--- src/rtl/sensor_conditioner_pkg.sv ---
// Shared definitions for the sensor front-end and the downstream threshold/relay FSM:
// state encodings and default datapath/timing parameters.
package sensor_conditioner_pkg;

    localparam int SC_W            = 12;
    localparam int SC_AVG_LOG2     = 3;
    localparam int SC_CAL_LOG2     = 4;
    localparam int SC_SETTLE_TICKS = 62;

    typedef enum logic [1:0] {
        ST_IDLE      = 2'd0,
        ST_SETTLE    = 2'd1,
        ST_CALIBRATE = 2'd2,
        ST_RUN       = 2'd3
    } sc_state_e;

endpackage

--- src/rtl/sen_moving_avg.sv ---
// Power-of-two moving average over the last 2^AVG_LOG2 raw samples, with a
// synchronous clear that empties the window and drops the outputs.
module sen_moving_avg
    import sensor_conditioner_pkg::*;
#(
    parameter int W        = SC_W,
    parameter int AVG_LOG2 = SC_AVG_LOG2
) (
    input  logic         clk_16ms,
    input  logic         rst,
    input  logic         i_clr,
    input  logic         i_valid,
    input  logic [W-1:0] i_data,
    output logic [W-1:0] o_sen,
    output logic         o_sen_valid,
    output logic         o_full
);

    localparam int DEPTH = 2 ** AVG_LOG2;
    localparam int SW    = W + AVG_LOG2;
    localparam int FW    = AVG_LOG2 + 1;
    localparam logic [FW-1:0] FILL_MAX = FW'(DEPTH);

    logic [W-1:0]  r_win [DEPTH];
    logic [SW-1:0] r_sum;
    logic [FW-1:0] r_fill;
    logic [W-1:0]  r_sen;
    logic          r_sen_valid;
    logic [SW-1:0] w_sum_next;
    logic [FW-1:0] w_fill_next;

    // Next running sum and fill level; the oldest sample is removed before the new one is
    // added so the intermediate never needs more than SW bits.
    always_comb begin
        w_sum_next = (r_sum - SW'(r_win[DEPTH-1])) + SW'(i_data);
        if (r_fill == FILL_MAX) begin
            w_fill_next = r_fill;
        end else begin
            w_fill_next = r_fill + FW'(1);
        end
    end

    // Window shift, running sum, filtered output and full-window pulse.
    always_ff @(posedge clk_16ms or posedge rst) begin
        if (rst) begin
            for (int i = 0; i < DEPTH; i++) r_win[i] <= '0;
            r_sum       <= '0;
            r_fill      <= '0;
            r_sen       <= '0;
            r_sen_valid <= 1'b0;
        end else if (i_clr) begin
            for (int i = 0; i < DEPTH; i++) r_win[i] <= '0;
            r_sum       <= '0;
            r_fill      <= '0;
            r_sen       <= '0;
            r_sen_valid <= 1'b0;
        end else if (i_valid) begin
            r_win[0] <= i_data;
            for (int i = 1; i < DEPTH; i++) r_win[i] <= r_win[i-1];
            r_sum       <= w_sum_next;
            r_fill      <= w_fill_next;
            r_sen       <= w_sum_next[SW-1:AVG_LOG2];
            r_sen_valid <= (w_fill_next == FILL_MAX);
        end else begin
            r_sen_valid <= 1'b0;
        end
    end

    assign o_sen       = r_sen;
    assign o_sen_valid = r_sen_valid;
    assign o_full      = (r_fill == FILL_MAX);

endmodule

--- src/rtl/sensor_conditioner.sv ---
// Sensor front-end: moving-average filter, settle/calibrate sequencing and the
// monitor enable that gates the threshold/relay FSM.
module sensor_conditioner
    import sensor_conditioner_pkg::*;
#(
    parameter int W            = SC_W,
    parameter int AVG_LOG2     = SC_AVG_LOG2,
    parameter int CAL_LOG2     = SC_CAL_LOG2,
    parameter int SETTLE_TICKS = SC_SETTLE_TICKS
) (
    input  logic         clk_16ms,
    input  logic         rst,
    input  logic         i_start,
    input  logic         i_recal,
    input  logic         i_raw_valid,
    input  logic [W-1:0] i_raw_data,
    output logic [W-1:0] o_sen,
    output logic [W-1:0] o_sen_ref,
    output logic         o_sen_valid,
    output logic         o_mon_enable,
    output logic         o_cal_busy
);

    localparam int CW = $clog2(SETTLE_TICKS + 1);
    localparam int AW = W + CAL_LOG2;
    localparam int NW = CAL_LOG2 + 1;
    localparam logic [CW-1:0] SETTLE_END = CW'(SETTLE_TICKS);
    localparam logic [NW-1:0] CAL_LAST   = NW'((2 ** CAL_LOG2) - 1);

    sc_state_e     r_state;
    logic [CW-1:0] r_settle_cnt;
    logic [AW-1:0] r_cal_acc;
    logic [NW-1:0] r_cal_cnt;
    logic [W-1:0]  r_sen_ref;
    logic          r_mon_enable;
    logic          r_cal_busy;
    logic [W-1:0]  w_sen;
    logic          w_sen_valid;
    logic          w_full;
    logic          w_avg_clr;
    logic [AW-1:0] w_cal_sum;

    assign w_avg_clr = (r_state == ST_IDLE);
    assign w_cal_sum = r_cal_acc + AW'(w_sen);

    sen_moving_avg #(
        .W        (W),
        .AVG_LOG2 (AVG_LOG2)
    ) u_avg (
        .clk_16ms    (clk_16ms),
        .rst         (rst),
        .i_clr       (w_avg_clr),
        .i_valid     (i_raw_valid),
        .i_data      (i_raw_data),
        .o_sen       (w_sen),
        .o_sen_valid (w_sen_valid),
        .o_full      (w_full)
    );

    // Sequencer: start is a level, so dropping it aborts any phase back to IDLE;
    // sen_ref is only written on the last calibration pulse.
    always_ff @(posedge clk_16ms or posedge rst) begin
        if (rst) begin
            r_state      <= ST_IDLE;
            r_settle_cnt <= '0;
            r_cal_acc    <= '0;
            r_cal_cnt    <= '0;
            r_sen_ref    <= '0;
            r_mon_enable <= 1'b0;
            r_cal_busy   <= 1'b0;
        end else begin
            case (r_state)
                ST_IDLE: begin
                    if (i_start) begin
                        r_state      <= ST_SETTLE;
                        r_settle_cnt <= '0;
                        r_cal_acc    <= '0;
                        r_cal_cnt    <= '0;
                        r_cal_busy   <= 1'b1;
                    end
                end
                ST_SETTLE: begin
                    if (!i_start) begin
                        r_state    <= ST_IDLE;
                        r_cal_busy <= 1'b0;
                    end else if ((r_settle_cnt == SETTLE_END) && w_full) begin
                        r_state <= ST_CALIBRATE;
                    end else if (r_settle_cnt != SETTLE_END) begin
                        r_settle_cnt <= r_settle_cnt + CW'(1);
                    end
                end
                ST_CALIBRATE: begin
                    if (!i_start) begin
                        r_state    <= ST_IDLE;
                        r_cal_busy <= 1'b0;
                    end else if (w_sen_valid) begin
                        if (r_cal_cnt == CAL_LAST) begin
                            r_sen_ref    <= w_cal_sum[AW-1:CAL_LOG2];
                            r_state      <= ST_RUN;
                            r_mon_enable <= 1'b1;
                            r_cal_busy   <= 1'b0;
                        end else begin
                            r_cal_acc <= w_cal_sum;
                            r_cal_cnt <= r_cal_cnt + NW'(1);
                        end
                    end
                end
                ST_RUN: begin
                    if (!i_start) begin
                        r_state      <= ST_IDLE;
                        r_mon_enable <= 1'b0;
                    end else if (i_recal) begin
                        r_state      <= ST_SETTLE;
                        r_settle_cnt <= '0;
                        r_cal_acc    <= '0;
                        r_cal_cnt    <= '0;
                        r_mon_enable <= 1'b0;
                        r_cal_busy   <= 1'b1;
                    end
                end
                default: begin
                    r_state      <= ST_IDLE;
                    r_mon_enable <= 1'b0;
                    r_cal_busy   <= 1'b0;
                end
            endcase
        end
    end

    assign o_sen        = w_sen;
    assign o_sen_ref    = r_sen_ref;
    assign o_sen_valid  = w_sen_valid;
    assign o_mon_enable = r_mon_enable;
    assign o_cal_busy   = r_cal_busy;

endmodule

--- config.mk ---
export PLATFORM = sky130hd
export DESIGN_NAME = sensor_conditioner
export DESIGN_NICKNAME = d
export VERILOG_FILES = /design/src/rtl/sensor_conditioner_pkg.sv /design/src/rtl/sen_moving_avg.sv /design/src/rtl/sensor_conditioner.sv
export SDC_FILE = /design/constraint.sdc
export NUM_CORES = 1
export LEC_CHECK = 0
export BUFFER_PORTS_ARGS = -buffer_cell sky130_fd_sc_hd__buf_4
export CORE_ASPECT_RATIO = 0.75
export CORE_UTILIZATION = 50
export DETAILED_ROUTE_END_ITERATION = 6
export PLACE_DENSITY_LB_ADDON = 0.2
export SLEW_MARGIN = 20
export SYNTH_ARGS = -nofsm -noshare
export SYNTH_HDL_FRONTEND = slang
export SYNTH_SLANG_ARGS = --single-unit
--- constraint.sdc ---
create_clock -name clk_16ms -period 12.5 [get_ports clk_16ms]
set_clock_uncertainty 0.05 [all_clocks]
set_input_delay 0 -clock clk_16ms [delete_from_list [all_inputs] [get_ports clk_16ms]]
set_output_delay 0 -clock clk_16ms [all_outputs]
set_load 0.005 [all_outputs]
==> metrics.txt <==
# TYPE chip_impl_metric gauge
chip_impl_metric{name="post_route_cells_drive_above_1_share",unit="%"} 11.2
chip_impl_metric{name="globalRouteTotalUtil",unit="%"} 20.1
chip_impl_metric{name="initial_utilization",unit="%"} 51.5
chip_impl_info{name="postSynth.topFlopCell",value="sky130_fd_sc_hd__dfrtp_1"} 1
chip_impl_info{name="timing.critical_path.from_type",value="register"} 1
chip_impl_metric{name="die_area",unit="um2"} 18000
chip_impl_metric{name="pre_cts_slack",unit="ns"} 9.54
chip_impl_metric{name="port-buffer-count",unit=""} 43
chip_impl_metric{name="vdd_ir_drop_max",unit="uV"} 109
chip_impl_metric{name="ios",unit=""} 44
chip_impl_metric{name="drtIter0Drc",unit=""} 373
chip_impl_metric{name="ant_nets",unit=""} 0
chip_impl_metric{name="drc",unit=""} 0
chip_impl_metric{name="timing.critical_path.arrival",unit="ns"} 3.24
chip_impl_metric{name="dp.cells",unit=""} 1098
chip_impl_metric{name="dr.pass1.iters",unit=""} 5
chip_impl_metric{name="yosysWarningCount",unit=""} 0
chip_impl_metric{name="grt_antenna_before_repair",unit=""} 0
chip_impl_metric{name="worst_slew_pin_slew",unit="ns"} 0.933
chip_impl_metric{name="setup-violations-final",unit=""} 0
chip_impl_metric{name="synth.ff_latch_count",unit=""} 159
chip_impl_info{name="synth_largest_area_cell",value="sky130_fd_sc_hd__dfrtp_1"} 1
chip_impl_metric{name="yosysUniqueCellTypes",unit=""} 74
chip_impl_metric{name="insertedDiodeCount",unit=""} 0
chip_impl_metric{name="mappedNetlistNets",unit=""} 937
chip_impl_metric{name="row_count",unit=""} 41
chip_impl_metric{name="cts_sinks",unit=""} 159
chip_impl_info{name="root_buffer",value="sky130_fd_sc_hd__clkbuf_16"} 1
chip_impl_metric{name="post_synth_inst_count",unit=""} 867
chip_impl_metric{name="grt_pass1_vias",unit=""} 5710
chip_impl_metric{name="synth.cell_area",unit="um2"} 8740
chip_impl_metric{name="avgSynthCellArea",unit="um2"} 10.1
chip_impl_metric{name="power_per_cell_area",unit="nW/um2"} 175
chip_impl_metric{name="final_net_count",unit=""} 966
chip_impl_info{name="run_status",value="finished, final reports clean"} 1
chip_impl_metric{name="cts_made_buffers",unit=""} 17
chip_impl_metric{name="postRouteWirelength",unit="um"} 16700
chip_impl_metric{name="height_of_the_die",unit="um"} 117
chip_impl_metric{name="reg2reg_setup_slack",unit="ns"} 9.52
chip_impl_metric{name="layout.core_utilization",unit="%"} 58.3
chip_impl_metric{name="routed_via_density",unit=""} 5.29
chip_impl_metric{name="grt_start_max_net_pins",unit=""} 83
chip_impl_metric{name="worstRegToRegCells",unit=""} 10
chip_impl_metric{name="leakagePower",unit="nW"} 4.88
chip_impl_metric{name="dieWidth",unit="um"} 155
chip_impl_metric{name="detail_route.wl_per_cell",unit="um"} 14.6
chip_impl_info{name="hold_class",value="input port to register"} 1
chip_impl_info{name="rsz0062_at_grt",value="no"} 1
chip_impl_metric{name="asyncSetResetFlopFracSynth",unit="%"} 100
chip_impl_metric{name="post_cts_hold_buffer_count",unit=""} 15
chip_impl_info{name="ys_top_cells_by_area",value="sky130_fd_sc_hd__dfrtp_1 (46%), sky130_fd_sc_hd__mux2i_1 (12%), sky130_fd_sc_hd__ha_1 (5.7%)"} 1
chip_impl_metric{name="wire_length_of_the_first_global_routing_pass",unit="um"} 28500
chip_impl_metric{name="finalHoldViolCount",unit=""} 0
chip_impl_metric{name="finalNonFillerCells",unit=""} 1145
chip_impl_metric{name="postPlaceCellArea",unit="um2"} 9160
chip_impl_metric{name="clock_insertion_delay_worst_skew",unit="ns"} 0.43
chip_impl_metric{name="flow.area_growth_from_synthesis",unit="%"} 13.1
chip_impl_metric{name="max_freq",unit="MHz"} 335
chip_impl_metric{name="worstPathMaxFanout",unit=""} 6
chip_impl_metric{name="detailed_place_hpwl",unit="um"} 11100
chip_impl_info{name="timing.critical_path.to_type",value="register"} 1
chip_impl_metric{name="global_route.overflow_total",unit=""} 0
chip_impl_metric{name="worstPathRequired",unit="ns"} 12.76
chip_impl_metric{name="filler_cell_count",unit=""} 1432
chip_impl_metric{name="seq_area_frac_synth",unit="%"} 45.5
chip_impl_metric{name="cts_repair_resize_count",unit=""} 0
chip_impl_metric{name="setup-tns-final",unit="ns"} 0
chip_impl_metric{name="via_count",unit=""} 6053
chip_impl_metric{name="post-synth-top-area-fraction",unit="%"} 45.5
chip_impl_metric{name="synth_edf_count",unit=""} 0
chip_impl_metric{name="path_clk_slew",unit="ns"} 0.07
chip_impl_metric{name="cap_viol_max_count",unit=""} 0
chip_impl_metric{name="instance_count_along_the_most_critical_hold_path",unit=""} 2
chip_impl_metric{name="maxSlewHeadroom",unit="%"} 37.8
chip_impl_metric{name="deepest_clock_path_buffer_count",unit=""} 2
chip_impl_metric{name="fin_crit_sh",unit="%"} 23.9
chip_impl_metric{name="worst_slack",unit="ns"} 9.52
chip_impl_info{name="clock_tree_from_tritoncts",value="done"} 1
chip_impl_metric{name="setup_bufs_post_cts",unit=""} 0
chip_impl_metric{name="gpl.final_weighted_congestion",unit=""} 0.856
chip_impl_metric{name="cts-htree-levels",unit=""} 4
chip_impl_info{name="timing.setup.critical_path_class",value="register to register"} 1
chip_impl_metric{name="stdcell_area",unit="um2"} 9890
chip_impl_metric{name="timing.final.crit_period",unit="ns"} 2.98
chip_impl_metric{name="core_region_area",unit="um2"} 17000
chip_impl_metric{name="report.final.slew_viol_count",unit=""} 0
## cell type report
cell class	instances	area [um2]	area share, %
clock buffers	20	467	4.72
flip-flops and latches	159	3980	40.2
repair buffers	62	510	5.16
well taps	236	295	2.99
multi-input cells	587	4260	43.1
clock inverters	12	114	1.15
inverters	69	264	2.67
## sequential cells by signal, summed over array words and instances, names as in the netlist
| register | flops |
|---|---|
| u_avg.r_win | 96 |
| r_cal_acc | 16 |
| o_sen_ref | 12 |
| u_avg.o_sen | 12 |
| r_settle_cnt | 6 |
| r_cal_cnt | 5 |
| u_avg.r_fill | 4 |
| u_avg.r_sum | 3 |
| r_state | 2 |
| o_cal_busy | 1 |
| o_mon_enable | 1 |
| u_avg.o_sen_valid | 1 |
## critical path, stage by stage (launching register included)
cell and delay, ns:
sky130_fd_sc_hd__dfrtp_1 0.44, sky130_fd_sc_hd__inv_1 0.09, sky130_fd_sc_hd__fa_1 0.50, sky130_fd_sc_hd__inv_1 0.04, sky130_fd_sc_hd__ha_1 0.35, sky130_fd_sc_hd__a21o_1 0.22
sky130_fd_sc_hd__a31oi_1 0.28, sky130_fd_sc_hd__o21ai_1 0.13, sky130_fd_sc_hd__or2_0 0.24, sky130_fd_sc_hd__o211ai_1 0.19, sky130_fd_sc_hd__mux2_2 0.35
## cell usage after synthesis (all sizes together), types with 4 or more instances
cell type and number:
mux2 5, inv 69, nand4 7, a22o 7
a21o 9, nand2b 7, xor2 10, nand3 12
a31oi 4, buf 27, o211ai 4, dfrtp 159
and2 6, nand2 52, xnor2 7, nor3b 4
a21oi 33, nor3 8, ha 40, nor2 130
o21a 5, fa 13, o31ai 11, nor2b 8
or3 4, o22ai 5, mux2i 104, a211oi 8
o21ai 39, o21bai 4, clkbuf 25
## cells by family (layout without fill, tap and decap cells)
logic type               Yosys count  after routing  share of synthesized area [%]
multiplexers                     109            109                           12.5
XOR/XNOR                          17             17                           1.70
buffers and inverters            121            163                           5.94
flip-flops                       159            159                           45.5
AO/OA/AOI/OAI                    151            151                           12.1
adder cells (fa/ha/maj)           53             53                           8.70
AND/OR/NAND/NOR                  257            257                           13.5
## cell usage in the layout, fill, tap and decap left out, types with 8 or more instances in the layout
master	Yosys	routed
sky130_fd_sc_hd__a211oi_1	8	8
sky130_fd_sc_hd__a21o_1	9	9
sky130_fd_sc_hd__a21oi_1	32	32
sky130_fd_sc_hd__buf_4	12	45
sky130_fd_sc_hd__clkbuf_16	0	17
sky130_fd_sc_hd__dfrtp_1	159	159
sky130_fd_sc_hd__dlygate4sd3_1	0	15
sky130_fd_sc_hd__fa_1	13	13
sky130_fd_sc_hd__ha_1	40	39
sky130_fd_sc_hd__inv_1	69	68
sky130_fd_sc_hd__mux2i_1	104	104
sky130_fd_sc_hd__nand2_1	52	52
sky130_fd_sc_hd__nand3_1	12	12
sky130_fd_sc_hd__nor2_1	130	130
sky130_fd_sc_hd__o21ai_0	26	26
sky130_fd_sc_hd__o21ai_1	13	13
sky130_fd_sc_hd__o31ai_1	10	10
sky130_fd_sc_hd__xor2_1	10	10
## worst paths after layout
kind	startpoint	end
worst min register to register	r_cal_acc[9]$_DFFE_PP0P_	r_cal_acc[9]$_DFFE_PP0P_
min in group asynchronous	rst	r_cal_acc[2]$_DFFE_PP0P_
worst max register to register	u_avg.o_sen[7]$_DFFE_PP0P_	u_avg.o_sen[11]$_DFFE_PP0P_
max in group asynchronous	rst	u_avg.o_sen[6]$_DFFE_PP0P_
worst max-delay path	u_avg.o_sen[7]$_DFFE_PP0P_	u_avg.o_sen[11]$_DFFE_PP0P_
worst min-delay path	i_raw_valid	u_avg.o_sen[9]$_DFFE_PP0P_
## metrics by stage
stage          hold WS (ns)  power, mW
2_1_floorplan         0.106       1.09
3_3_place_gp          0.125       1.22
3_5_place_dp          0.136       1.22
4_1_cts              0.0393       1.74
5_1_grt              0.0883       1.85
6_report             0.0240       1.73
## power breakdown
part | internal [mW] | switching (mW) | total [mW] | leakage (nW)
logic | 0.227 | 0.371 | 0.598 | 2.41
registers | 0.571 | 0.0516 | 0.623 | 2.19
clock network | 0.278 | 0.230 | 0.508 | 0.278
## metal layers
| layer | vias up | wire length [um] | GRT usage [%] |
|---|---|---|---|
| li1 | 3018 | - | - |
| met1 | 2936 | 8980 | 30.1 |
| met2 | 88 | 7010 | 29.4 |
| met3 | 11 | 568 | 4.34 |
| met4 | 0 | 146 | 5.54 |
| met5 | - | 0 | 0 |
No activity file was read; power rests on OpenSTA's default activity.
